`src/rtl/nf_coeff_loader.sv`:
```
// nf_coeff_loader
//
// Coefficient writer for the CRPA null-steering filter. Signed FIR weights
// arrive one per cycle into a shadow bank; a commit then transfers the whole
// bank onto coeffs_concat in a single clock edge, so NullFormer never sees a
// partially updated weight set.
//
// Ports:
//   clk           in   system clock, rising edge
//   reset         in   synchronous, active-high reset
//   wr_data       in   signed coefficient word
//   wr_valid      in   wr_data is presented
//   wr_last       in   final word of a set (qualified by wr_valid)
//   wr_ready      out  loader can accept a word
//   commit        in   single-cycle request: shadow -> active (only in FULL)
//   abort         in   single-cycle request: discard the load in progress
//   coeffs_concat out  active bank, word i at [(i+1)*COEFF_WIDTH-1 : i*COEFF_WIDTH]
//   coeffs_valid  out  at least one commit since reset
//   load_err      out  sticky framing error, cleared by first word of a new load
//   wr_count      out  words accepted in the current load
module nf_coeff_loader #(
    parameter  int NCH         = 4,
    parameter  int NT          = 8,
    parameter  int COEFF_WIDTH = 16,
    localparam int NCOEF       = (NCH - 1) * NT,
    localparam int PW          = $clog2(NCOEF)
) (
    input  logic                         clk,
    input  logic                         reset,
    input  logic [COEFF_WIDTH-1:0]       wr_data,
    input  logic                         wr_valid,
    input  logic                         wr_last,
    output logic                         wr_ready,
    input  logic                         commit,
    input  logic                         abort,
    output logic [NCOEF*COEFF_WIDTH-1:0] coeffs_concat,
    output logic                         coeffs_valid,
    output logic                         load_err,
    output logic [PW:0]                  wr_count
);

    localparam logic [1:0] S_IDLE = 2'd0;
    localparam logic [1:0] S_LOAD = 2'd1;
    localparam logic [1:0] S_FULL = 2'd2;

    localparam logic [PW:0] LAST_IDX = (PW + 1)'(NCOEF - 1);

    logic [1:0]                   r_state;
    logic [PW:0]                  r_wr_count;
    logic                         r_wr_ready;
    logic                         r_load_err;
    logic                         r_coeffs_valid;
    logic [NCOEF*COEFF_WIDTH-1:0] r_active;
    logic [COEFF_WIDTH-1:0]       r_shadow [NCOEF];

    logic                         w_accept;
    logic                         w_at_last_idx;
    logic                         w_frame_err;
    logic [PW-1:0]                w_idx;
    logic [NCOEF*COEFF_WIDTH-1:0] w_shadow_flat;

    // An abort in the same cycle drops the word.
    assign w_accept      = wr_valid & r_wr_ready & ~abort;
    assign w_at_last_idx = (r_wr_count == LAST_IDX);
    // wr_last early, or missing on the final word, is a framing error.
    assign w_frame_err   = w_accept & (wr_last ^ w_at_last_idx);
    assign w_idx         = r_wr_count[PW-1:0];

    always_comb begin
        w_shadow_flat = '0;
        for (int unsigned i = 0; i < NCOEF; i++) begin
            w_shadow_flat[i*COEFF_WIDTH +: COEFF_WIDTH] = r_shadow[i];
        end
    end

    // Shadow bank is deliberately not reset; it is only read after a full load.
    always_ff @(posedge clk) begin
        if (!reset && w_accept) begin
            r_shadow[w_idx] <= wr_data;
        end
    end

    always_ff @(posedge clk) begin
        if (reset) begin
            r_state        <= S_IDLE;
            r_wr_count     <= '0;
            r_wr_ready     <= 1'b1;
            r_load_err     <= 1'b0;
            r_coeffs_valid <= 1'b0;
            r_active       <= '0;
        end else if (abort) begin
            if (r_state != S_IDLE) begin
                r_state    <= S_IDLE;
                r_wr_count <= '0;
                r_wr_ready <= 1'b1;
            end
        end else begin
            case (r_state)
                S_IDLE, S_LOAD: begin
                    if (w_accept) begin
                        if (w_frame_err) begin
                            r_load_err <= 1'b1;
                            r_state    <= S_IDLE;
                            r_wr_count <= '0;
                        end else begin
                            if (r_state == S_IDLE) begin
                                r_load_err <= 1'b0;
                            end
                            r_wr_count <= r_wr_count + 1'b1;
                            if (w_at_last_idx) begin
                                r_state    <= S_FULL;
                                r_wr_ready <= 1'b0;
                            end else begin
                                r_state <= S_LOAD;
                            end
                        end
                    end
                end
                S_FULL: begin
                    if (commit) begin
                        r_active       <= w_shadow_flat;
                        r_coeffs_valid <= 1'b1;
                        r_state        <= S_IDLE;
                        r_wr_count     <= '0;
                        r_wr_ready     <= 1'b1;
                    end
                end
                default: begin
                    r_state    <= S_IDLE;
                    r_wr_count <= '0;
                    r_wr_ready <= 1'b1;
                end
            endcase
        end
    end

    assign wr_ready      = r_wr_ready;
    assign coeffs_concat = r_active;
    assign coeffs_valid  = r_coeffs_valid;
    assign load_err      = r_load_err;
    assign wr_count      = r_wr_count;

endmodule

```
`config.mk`:
```
export PLATFORM = sky130hd
export DESIGN_NAME = nf_coeff_loader
export DESIGN_NICKNAME = d
export VERILOG_FILES = /design/src/rtl/nf_coeff_loader.sv
export SDC_FILE = /design/constraint.sdc
export NUM_CORES = 1
export LEC_CHECK = 0
export CORE_MARGIN = 2
export CORE_UTILIZATION = 45
export DETAILED_ROUTE_END_ITERATION = 8
export PLACE_DENSITY = 0.7
export SETUP_SLACK_MARGIN = 0.02
export SYNTH_ARGS = -nofsm -noshare
export SYNTH_HDL_FRONTEND = slang
export SYNTH_SLANG_ARGS = --single-unit
```
`constraint.sdc`:
```
create_clock -name clk -period 3.1 [get_ports clk]
set_input_delay 0.62 -clock clk [delete_from_list [all_inputs] [get_ports clk]]
set_output_delay 0.62 -clock clk [all_outputs]
set_load 0.01 [all_outputs]
```
=== Yosys cells after proc, flatten, opt, wreduce, memory -nomap -nowiden ===
Memory sizes are Yosys's and may differ from the RTL's. A register that Yosys moved wholly into a read port is not among the register bits.
Cells that the tools add are included.

* Equality and inequality tests: 8
* Reductions and logical operators: 10
* Mux-type cells: 24
* $add $sub $neg: 1
* Bitwise logic cells: 5

{| class="wikitable"
|+ Operators by type and width
! kind !! count
|-
| 2-to-1 mux 6 bit || 5
|-
| 2-to-1 mux 2 bit || 6
|-
| != test 3 bit (second input constant) || 4
|-
| case mux 6 bit (2 select lines) || 1
|-
| 2-to-1 mux 1 bit || 10
|-
| adder 6 x 1 -> 6 bit (second input constant) || 1
|-
| == test 6 x 5 -> 1 bit (second input constant) || 1
|-
| AND reduction 3 bit || 2
|-
| AND reduction 5 bit || 1
|-
| case mux 2 bit (2 select lines) || 1
|-
| AND reduction 4 bit || 1
|-
| nonzero test 2 bit || 2
|-
| AND 1 bit || 3
|-
| == test 2 x 1 -> 1 bit (second input constant) || 1
|-
| == test 2 bit (second input constant) || 1
|-
| zero test 2 bit || 1
|-
| != test 2 x 1 -> 1 bit (second input constant) || 1
|-
| case mux 1 bit (2 select lines) || 1
|-
| OR reduction 2 bit || 1
|-
| logical AND 1 bit || 1
|-
| zero test 1 bit || 1
|-
| inverter 1 bit || 1
|-
| bitwise XOR 1 bit || 1
|}

* Input port bits: 22
* Output and inout port bits: 393
* Memories kept: 1
* Register bits: 11
* RAM bits: 384
* Logic and storage cells: 54

{| class="wikitable"
|+ Memories
! memory !! words !! bits a word !! rd ports !! clocked after memory_dff !! wr ports !! RTL line !! text
|-
| r_shadow || 24 || 16 || 24 || 24 || 1 || 54 || <nowiki>logic [COEFF_WIDTH-1:0] r_shadow [NCOEF];</nowiki>
|}

=== Longest topological paths before layout ===
Gate-level depths: netlist of run 1.

* Word-level depth: 7
* Gate-level depth with buffers: 7
* Mapped depth without buffers: 5

=== Least setup slack after synthesis of run 1 ===
Ideal clock, no wire load.

* Kind: in2reg
* Start: input port reset
* End: memory r_shadow[20][0], enable pin
* Path buffers: 1
* Slack: 0.850 ns
* Data required time: 2.712 ns
* Cell stages on the path: 4
* Data arrival time: 1.861 ns
* Setup time: 0.388 ns
* Cell sequence: clkbuf_1 > nor2_1 > nand2_1 > nor2_1

* Cells in the longest elaborated chain, start to end: 4

{| class="wikitable"
|+ Ends and longest elaborated chain
! item !! RTL line !! text
|-
| start: declaration || 29 || <nowiki>input logic reset,</nowiki>
|-
| zero test 1 bit || 78 || <nowiki>if (!reset && w_accept) begin</nowiki>
|-
| logical AND 1 bit || 78 ||
|-
| 2-to-1 mux 1 bit || 78 ||
|-
| 2-to-1 mux 1 bit (implied by the code) || 79 || <nowiki>r_shadow[w_idx] <= wr_data;</nowiki>
|-
| end: declaration || 54 ||
|}

No other way between the ends.

=== Worst setup path after layout of run 1 ===
* Start: register r_wr_count[4] (netlist: wr_count[4])
* End: output port wr_count[4]

{| class="wikitable"
|+ RTL lines
! item !! RTL line !! text
|-
| start: declaration || 49 || <nowiki>logic [PW:0] r_wr_count;</nowiki>
|-
| start signal: assignment || 109 || <nowiki>r_wr_count <= r_wr_count + 1'b1;</nowiki>
|-
| end: declaration || 39 || <nowiki>output logic [PW:0] wr_count</nowiki>
|}

No word-level cell between the ends.

==> results of run 1 <==
==> sequential cells by signal (all words and copies together), names as in the netlist <==
name and flops:
wr_count 6, wr_ready 1, r_state 2, load_err 1, r_shadow 384, coeffs_concat 384
coeffs_valid 1
==> tightest hold or removal path: stages, from the launching register on <==
cell and delay, ns:
dfxtp_1 0.30, nand2_1 0.05, a21oi_1 0.05
==> report_power, final <==
group,total [mW],leakage (nW),switching (mW),internal (mW)
Combinational,0.317,2.69,0.280,0.0372
Sequential,10.8,6.63,0.00760,10.8
Clock,9.37,1.26,3.80,5.57
==> layer usage <==
metal  GRT usage, %  wire length, um  vias to the layer above
li1               -                -                     8147
met1          32.28            30100                     8635
met2          38.33            33520                      727
met3          5.287             5703                      134
met4          9.633             2357                        0
met5              0                0                        -
==> through the flow <==
step	cells	hold WS [ns]	worst slack (ns)
floorplan	2161	0.4713	0.8505
global placement	3257	0.4459	0.2853
detailed placement	3257	0.4457	0.2578
CTS	3397	0.4536	0.6232
global route	3397	0.4671	0.5884
finish	3398	0.4519	0.6526
==> path summary, 6_finish.rpt <==
kind | slack (ns) | cells past startpoint | end | startpoint
worst max-delay path | 0.65 | 1 | wr_count[4] | wr_count[4]
worst min-delay path | 0.45 | 2 | coeffs_concat[236] | coeffs_concat[236]
worst min register to register | 0.45 | 2 | coeffs_concat[236] | coeffs_concat[236]
worst max register to register | 1.01 | 6 | coeffs_concat[186] | r_state[1]
==> cell usage after synthesis, types with 2 or more instances <==
| cell type | n |
|---|---|
| nand3_1 | 2 |
| a211oi_1 | 3 |
| xnor2_1 | 2 |
| nand4_1 | 2 |
| o21ai_0 | 3 |
| inv_1 | 6 |
| ha_1 | 4 |
| edfxtp_1 | 384 |
| nand3b_1 | 2 |
| nand4b_1 | 2 |
| clkbuf_1 | 89 |
| o31ai_1 | 2 |
| or3b_2 | 2 |
| or3_2 | 2 |
| nor2_1 | 32 |
| dfxtp_1 | 395 |
| a21oi_1 | 390 |
| nor3_1 | 4 |
| nand2_1 | 777 |
| buf_2 | 42 |
==> cells by family after synthesis <==
| logic type | Yosys count |
|---|---|
| compound gates | 404 |
| mux | 1 |
| fa+ha+maj | 4 |
| simple gates | 833 |
| flops | 779 |
| buf+inv | 138 |
| xor+xnor | 2 |
==> layout make-up <==
class,instances,area share (%)
diodes,1,0.007559
clock buffers,104,6.656
clock inverters,36,1.070
inverters,6,0.06803
multi-input cells,1244,16.30
flip-flops and latches,779,58.72
well taps,756,2.857
repair buffers,472,14.32
==> impl_metrics.tcl, run 1 <==
set metrics [dict create \
    crit_chain "clkdlybuf4s50_1" \
    die_y_um 241.4 \
    clk_pin_slew_ns 0.06 \
    synth-compound-area-share_pct 8.110 \
    cts_setup_buffers 0 \
    ys_ff_latch 779 \
    placed_area_um2 30540 \
    yosys.area_share.adder_pct 0.1973 \
    ys_types 36 \
    wirelength_um 71680 \
    drtIter0Drc 1507 \
    synth_top_family_by_area "simple AND/OR/NAND/NOR gates" \
    clk_latency_ns 0.60 \
    grt_pass1_wl_um 103500 \
    cp-start-kind "flop" \
    area_growth_pct 30.51 \
    hold_buffers 0 \
    synth_area_leaders "edfxtp_1 (45%), dfxtp_1 (31%), nand2_1 (11%), a21oi_1 (7.7%), clkbuf_1 (1.3%)" \
    antenna_left 0 \
    synthMuxAreaShare_pct 0.03946 \
    min_period_ns 2.447 \
    netlist_area_um2 25360 \
    clk_root_buffer_cell "clkbuf_16" \
    fin_area_um2 33100 \
    grt_max_degree 202 \
    synth_simple_gate_area_share_pct 12.70 \
    boundaryPins 415 \
    cts_resized 0 \
    min_period_over_period_pct 78.95 \
    via_per_inst 5.192 \
    crit_family "buffers and inverters" \
    clock_path_buffers 3 \
    maxSlewHeadroom_pct 26.89 \
    cts_sinks 779 \
    tns_ns 0 \
    rsz0062_at_grt "false" \
    fin_util_pct 59.05 \
    ir_drop_v 0.0005231 \
    final_cell_mix "nand2_1 (776), clkdlybuf4s50_1 (397), dfxtp_1 (395)" \
    synth_top_area_share_pct 45.46 \
    cp_slowest_cell "clkdlybuf4s50_1" \
    p_leak_nw 10.59 \
    cts_made_buffers 77 \
    die_width_um 241.4 \
    ys_warn_count 0 \
    cp_slowest_stage_delay_ns 0.66 \
    drive_gt1_share_pct 7.952 \
    seq_area_frac_synth_pct 76.64 \
    die_area_um2 58280 \
    dr.pass1.iters 5 \
    globalplace.congestion 0.8204 \
    skew_ns 0.01278 \
    maxSlewViolCount 0 \
    dpl.hpwl_um 43050 \
    crit_type "reg -> out" \
    port_buffers 414 \
    cts_tree "done" \
    yosys.area_share.xor_xnor_pct 0.06906 \
    endpoint_kind "primary output" \
    power_mw 20.49 \
    grt_remaining_overflow 0 \
    async_reset_ff_share_pct 0 \
    initial_core_util_pct 45.24 \
    track_usage_pct 24.09 \
    worstPathRequired_ns 2.48 \
    multi_input_area_um2 5395 \
    cap_violations 0 \
    path_max_fanout 11 \
    synth_edf_count 384 \
    crit_buf_inv 1 \
    syn_inst 2161 \
    routed-via-count 17640 \
    hold_violations 0 \
    num_rows 87 \
    htree_levels 3 \
    fmax_mhz 408.6 \
    tightest_slew_ns 1.097 \
    final_common_cell "nand2_1" \
    powerDensity_nw_per_um2 619.0 \
    antenna_found_initial 3 \
    worstPathArrival_ns 1.83 \
    synth_nets 2187 \
    remaining_drc_errors 0 \
    nFillCells 4379 \
    seq_area_um2 19440 \
    hp-class "reg -> reg" \
    avgRoutedWirePerCell_um 21.10 \
    coreArea_um2 56060 \
    ys.flop_type "dfxtp_1" \
    nets 2606 \
    status "completed" \
    setup_viol 0 \
    avgSynthCellArea_um2 11.74 \
    yosysTopAreaCell "edfxtp_1" \
    grt_pass1_vias 17070 \
]
(Power assumes the default switching activity.)
==> inputs of run 2 (changes only) <==
==> constraint.sdc (replaced) <==
create_clock -name clk -period 2.35 [get_ports clk]
set_input_delay 0.47 -clock clk [delete_from_list [all_inputs] [get_ports clk]]
set_output_delay 0.47 -clock clk [all_outputs]
set_load 0.01 [all_outputs]
==> run 2 against run 1 <==
Net effect: die area did not move; final cell count rose by 0.68%; final area rose by 1.1%; sequential power rose by 32%; first-iteration DRC count rose by 1.7%; non-clock buffer count rose by 22; clock power rose by 29%; hold slack got worse by 0.097 ns; core utilization rose by 0.67 points; register-to-register slack got worse by 0.58 ns; largest cell class unchanged; largest power group unchanged; highest routed layer unchanged.
==> impl_metrics.tcl, run 2 (synthesis gave the netlist of run 1 again) <==
set metrics [dict create \
    rsz0062_at_grt "false" \
    cts_sinks 779 \
    track_usage_pct 24.25 \
    drtIter0Drc 1532 \
    p_leak_nw 10.71 \
    clock_path_buffers 3 \
    r2r_end "r_shadow[8][11]" \
    via_per_inst 5.172 \
    hp-class "in -> reg" \
    globalplace.congestion 0.8036 \
    routed-via-count 17700 \
    maxSlewHeadroom_pct 30.70 \
    grt_remaining_overflow 0 \
    avgRoutedWirePerCell_um 21.17 \
    cts_made_buffers 76 \
    crit_type "reg -> out" \
    power_mw 26.79 \
    path_max_fanout 7 \
    cap_violations 0 \
    clk_root_buffer_cell "clkbuf_16" \
    setup_viol 0 \
    min_period_ns 2.185 \
    tns_ns 0 \
    port_buffers 414 \
    dr.pass1.iters 5 \
    grt_pass1_vias 16950 \
    num_rows 87 \
    clk_pin_slew_ns 0.07 \
    skew_ns 0.02113 \
    grt_pass1_wl_um 104100 \
    hp-start "wr_data[5]" \
    coreArea_um2 56060 \
    endpoint_kind "primary output" \
    placed_area_um2 30980 \
    worstPathArrival_ns 1.71 \
    nets 2627 \
    hold_buffers 0 \
    tightest_slew_ns 1.040 \
    remaining_drc_errors 0 \
    antenna_found_initial 3 \
    hold_end "r_shadow[15][5]" \
    final_cell_mix "nand2_1 (776), clkdlybuf4s50_1 (397), dfxtp_1 (392)" \
    hold_violations 0 \
    die_area_um2 58280 \
    fin_util_pct 59.72 \
    fin_area_um2 33480 \
    boundaryPins 415 \
    crit_buf_inv 1 \
    dpl.hpwl_um 45400 \
    htree_levels 3 \
    r2r_setup_slack_ns 0.43 \
    maxSlewViolCount 0 \
    cts_tree "done" \
    cp_slowest_stage_delay_ns 0.65 \
    powerDensity_nw_per_um2 800.2 \
    initial_core_util_pct 45.24 \
    grt_max_degree 162 \
    wirelength_um 72410 \
    fmax_mhz 457.7 \
    crit_family "buffers and inverters" \
    cp-start-kind "flop" \
    min_period_over_period_pct 92.98 \
    die_y_um 241.4 \
    antenna_left 0 \
    crit_chain "clkdlybuf4s50_1" \
    hold_depth 1 \
    cp_slowest_cell "clkdlybuf4s50_1" \
    final_common_cell "nand2_1" \
    drive_gt1_share_pct 8.828 \
    clk_latency_ns 0.61 \
    cts_resized 1 \
    ff2ff_path_depth 3 \
    cts_setup_buffers 0 \
    crit-reg2reg-launch "wr_count[3]" \
    area_growth_pct 31.99 \
    worstPathRequired_ns 1.88 \
    status "completed" \
    ir_drop_v 0.0005263 \
    die_width_um 241.4 \
]
run 2: cell types whose count changed in the layout (fill, tap and decap cells not counted), sizes merged:
cell	previous run	this run
clkinvlp	2	4
bufinv	7	6
inv	7	9
buf	75	97
diode	1	3
clkinv	26	30
clkbuf	104	96
run 2: final cells by class:
cell class / instances / area [um^2]
flip-flops and latches: 779 / 19440
multi-input cells: 1244 / 5395
diodes: 3 / 7.507
clock buffers: 96 / 2112
well taps: 756 / 945.9
clock inverters: 43 / 371.6
fillers: 4481 / 22580
inverters: 6 / 22.52
repair buffers: 494 / 5182
run 2: worst max path at each step:
stage                startpoint               to  slack, ns  cells after the start
global placement          abort   r_shadow[8][1]      -0.19                      7
CTS                 wr_count[3]      wr_count[3]       0.03                      1
global route        wr_count[5]      wr_count[5]       0.09                      1
finish              wr_count[5]      wr_count[5]       0.17                      1
floorplan           wr_count[4]  r_shadow[16][0]       0.11                      3
detailed placement        abort  r_shadow[8][11]      -0.21                      7
run 2: layer usage:
| layer | global-route usage, % | wire length, um | vias up |
|---|---|---|---|
| met2 | 38.76 | 34400 | 745 |
| li1 | - | - | 8182 |
| met5 | 0 | 0 | - |
| met3 | 5.264 | 6512 | 96 |
| met1 | 33.33 | 30030 | 8672 |
| met4 | 7.389 | 1477 | 0 |
run 2: stage by stage:
step | hold slack, ns | cells | setup slack (ns)
after detailed placement | 0.4459 | 3279 | -0.2103
final | 0.3550 | 3421 | 0.1650
after global placement | 0.4426 | 3279 | -0.1866
after floorplan | 0.4713 | 2161 | 0.1068
after CTS | 0.3263 | 3418 | 0.03462
after global routing | 0.3258 | 3418 | 0.09024
run 2: report_power, final:
group / total, mW / switching, mW / internal [mW] / leakage [nW]
logic: 0.455 / 0.378 / 0.0767 / 2.86
registers: 14.3 / 0.00962 / 14.2 / 6.63
clock network: 12.1 / 5.04 / 7.04 / 1.22
total: 26.8 / 5.43 / 21.4 / 10.7
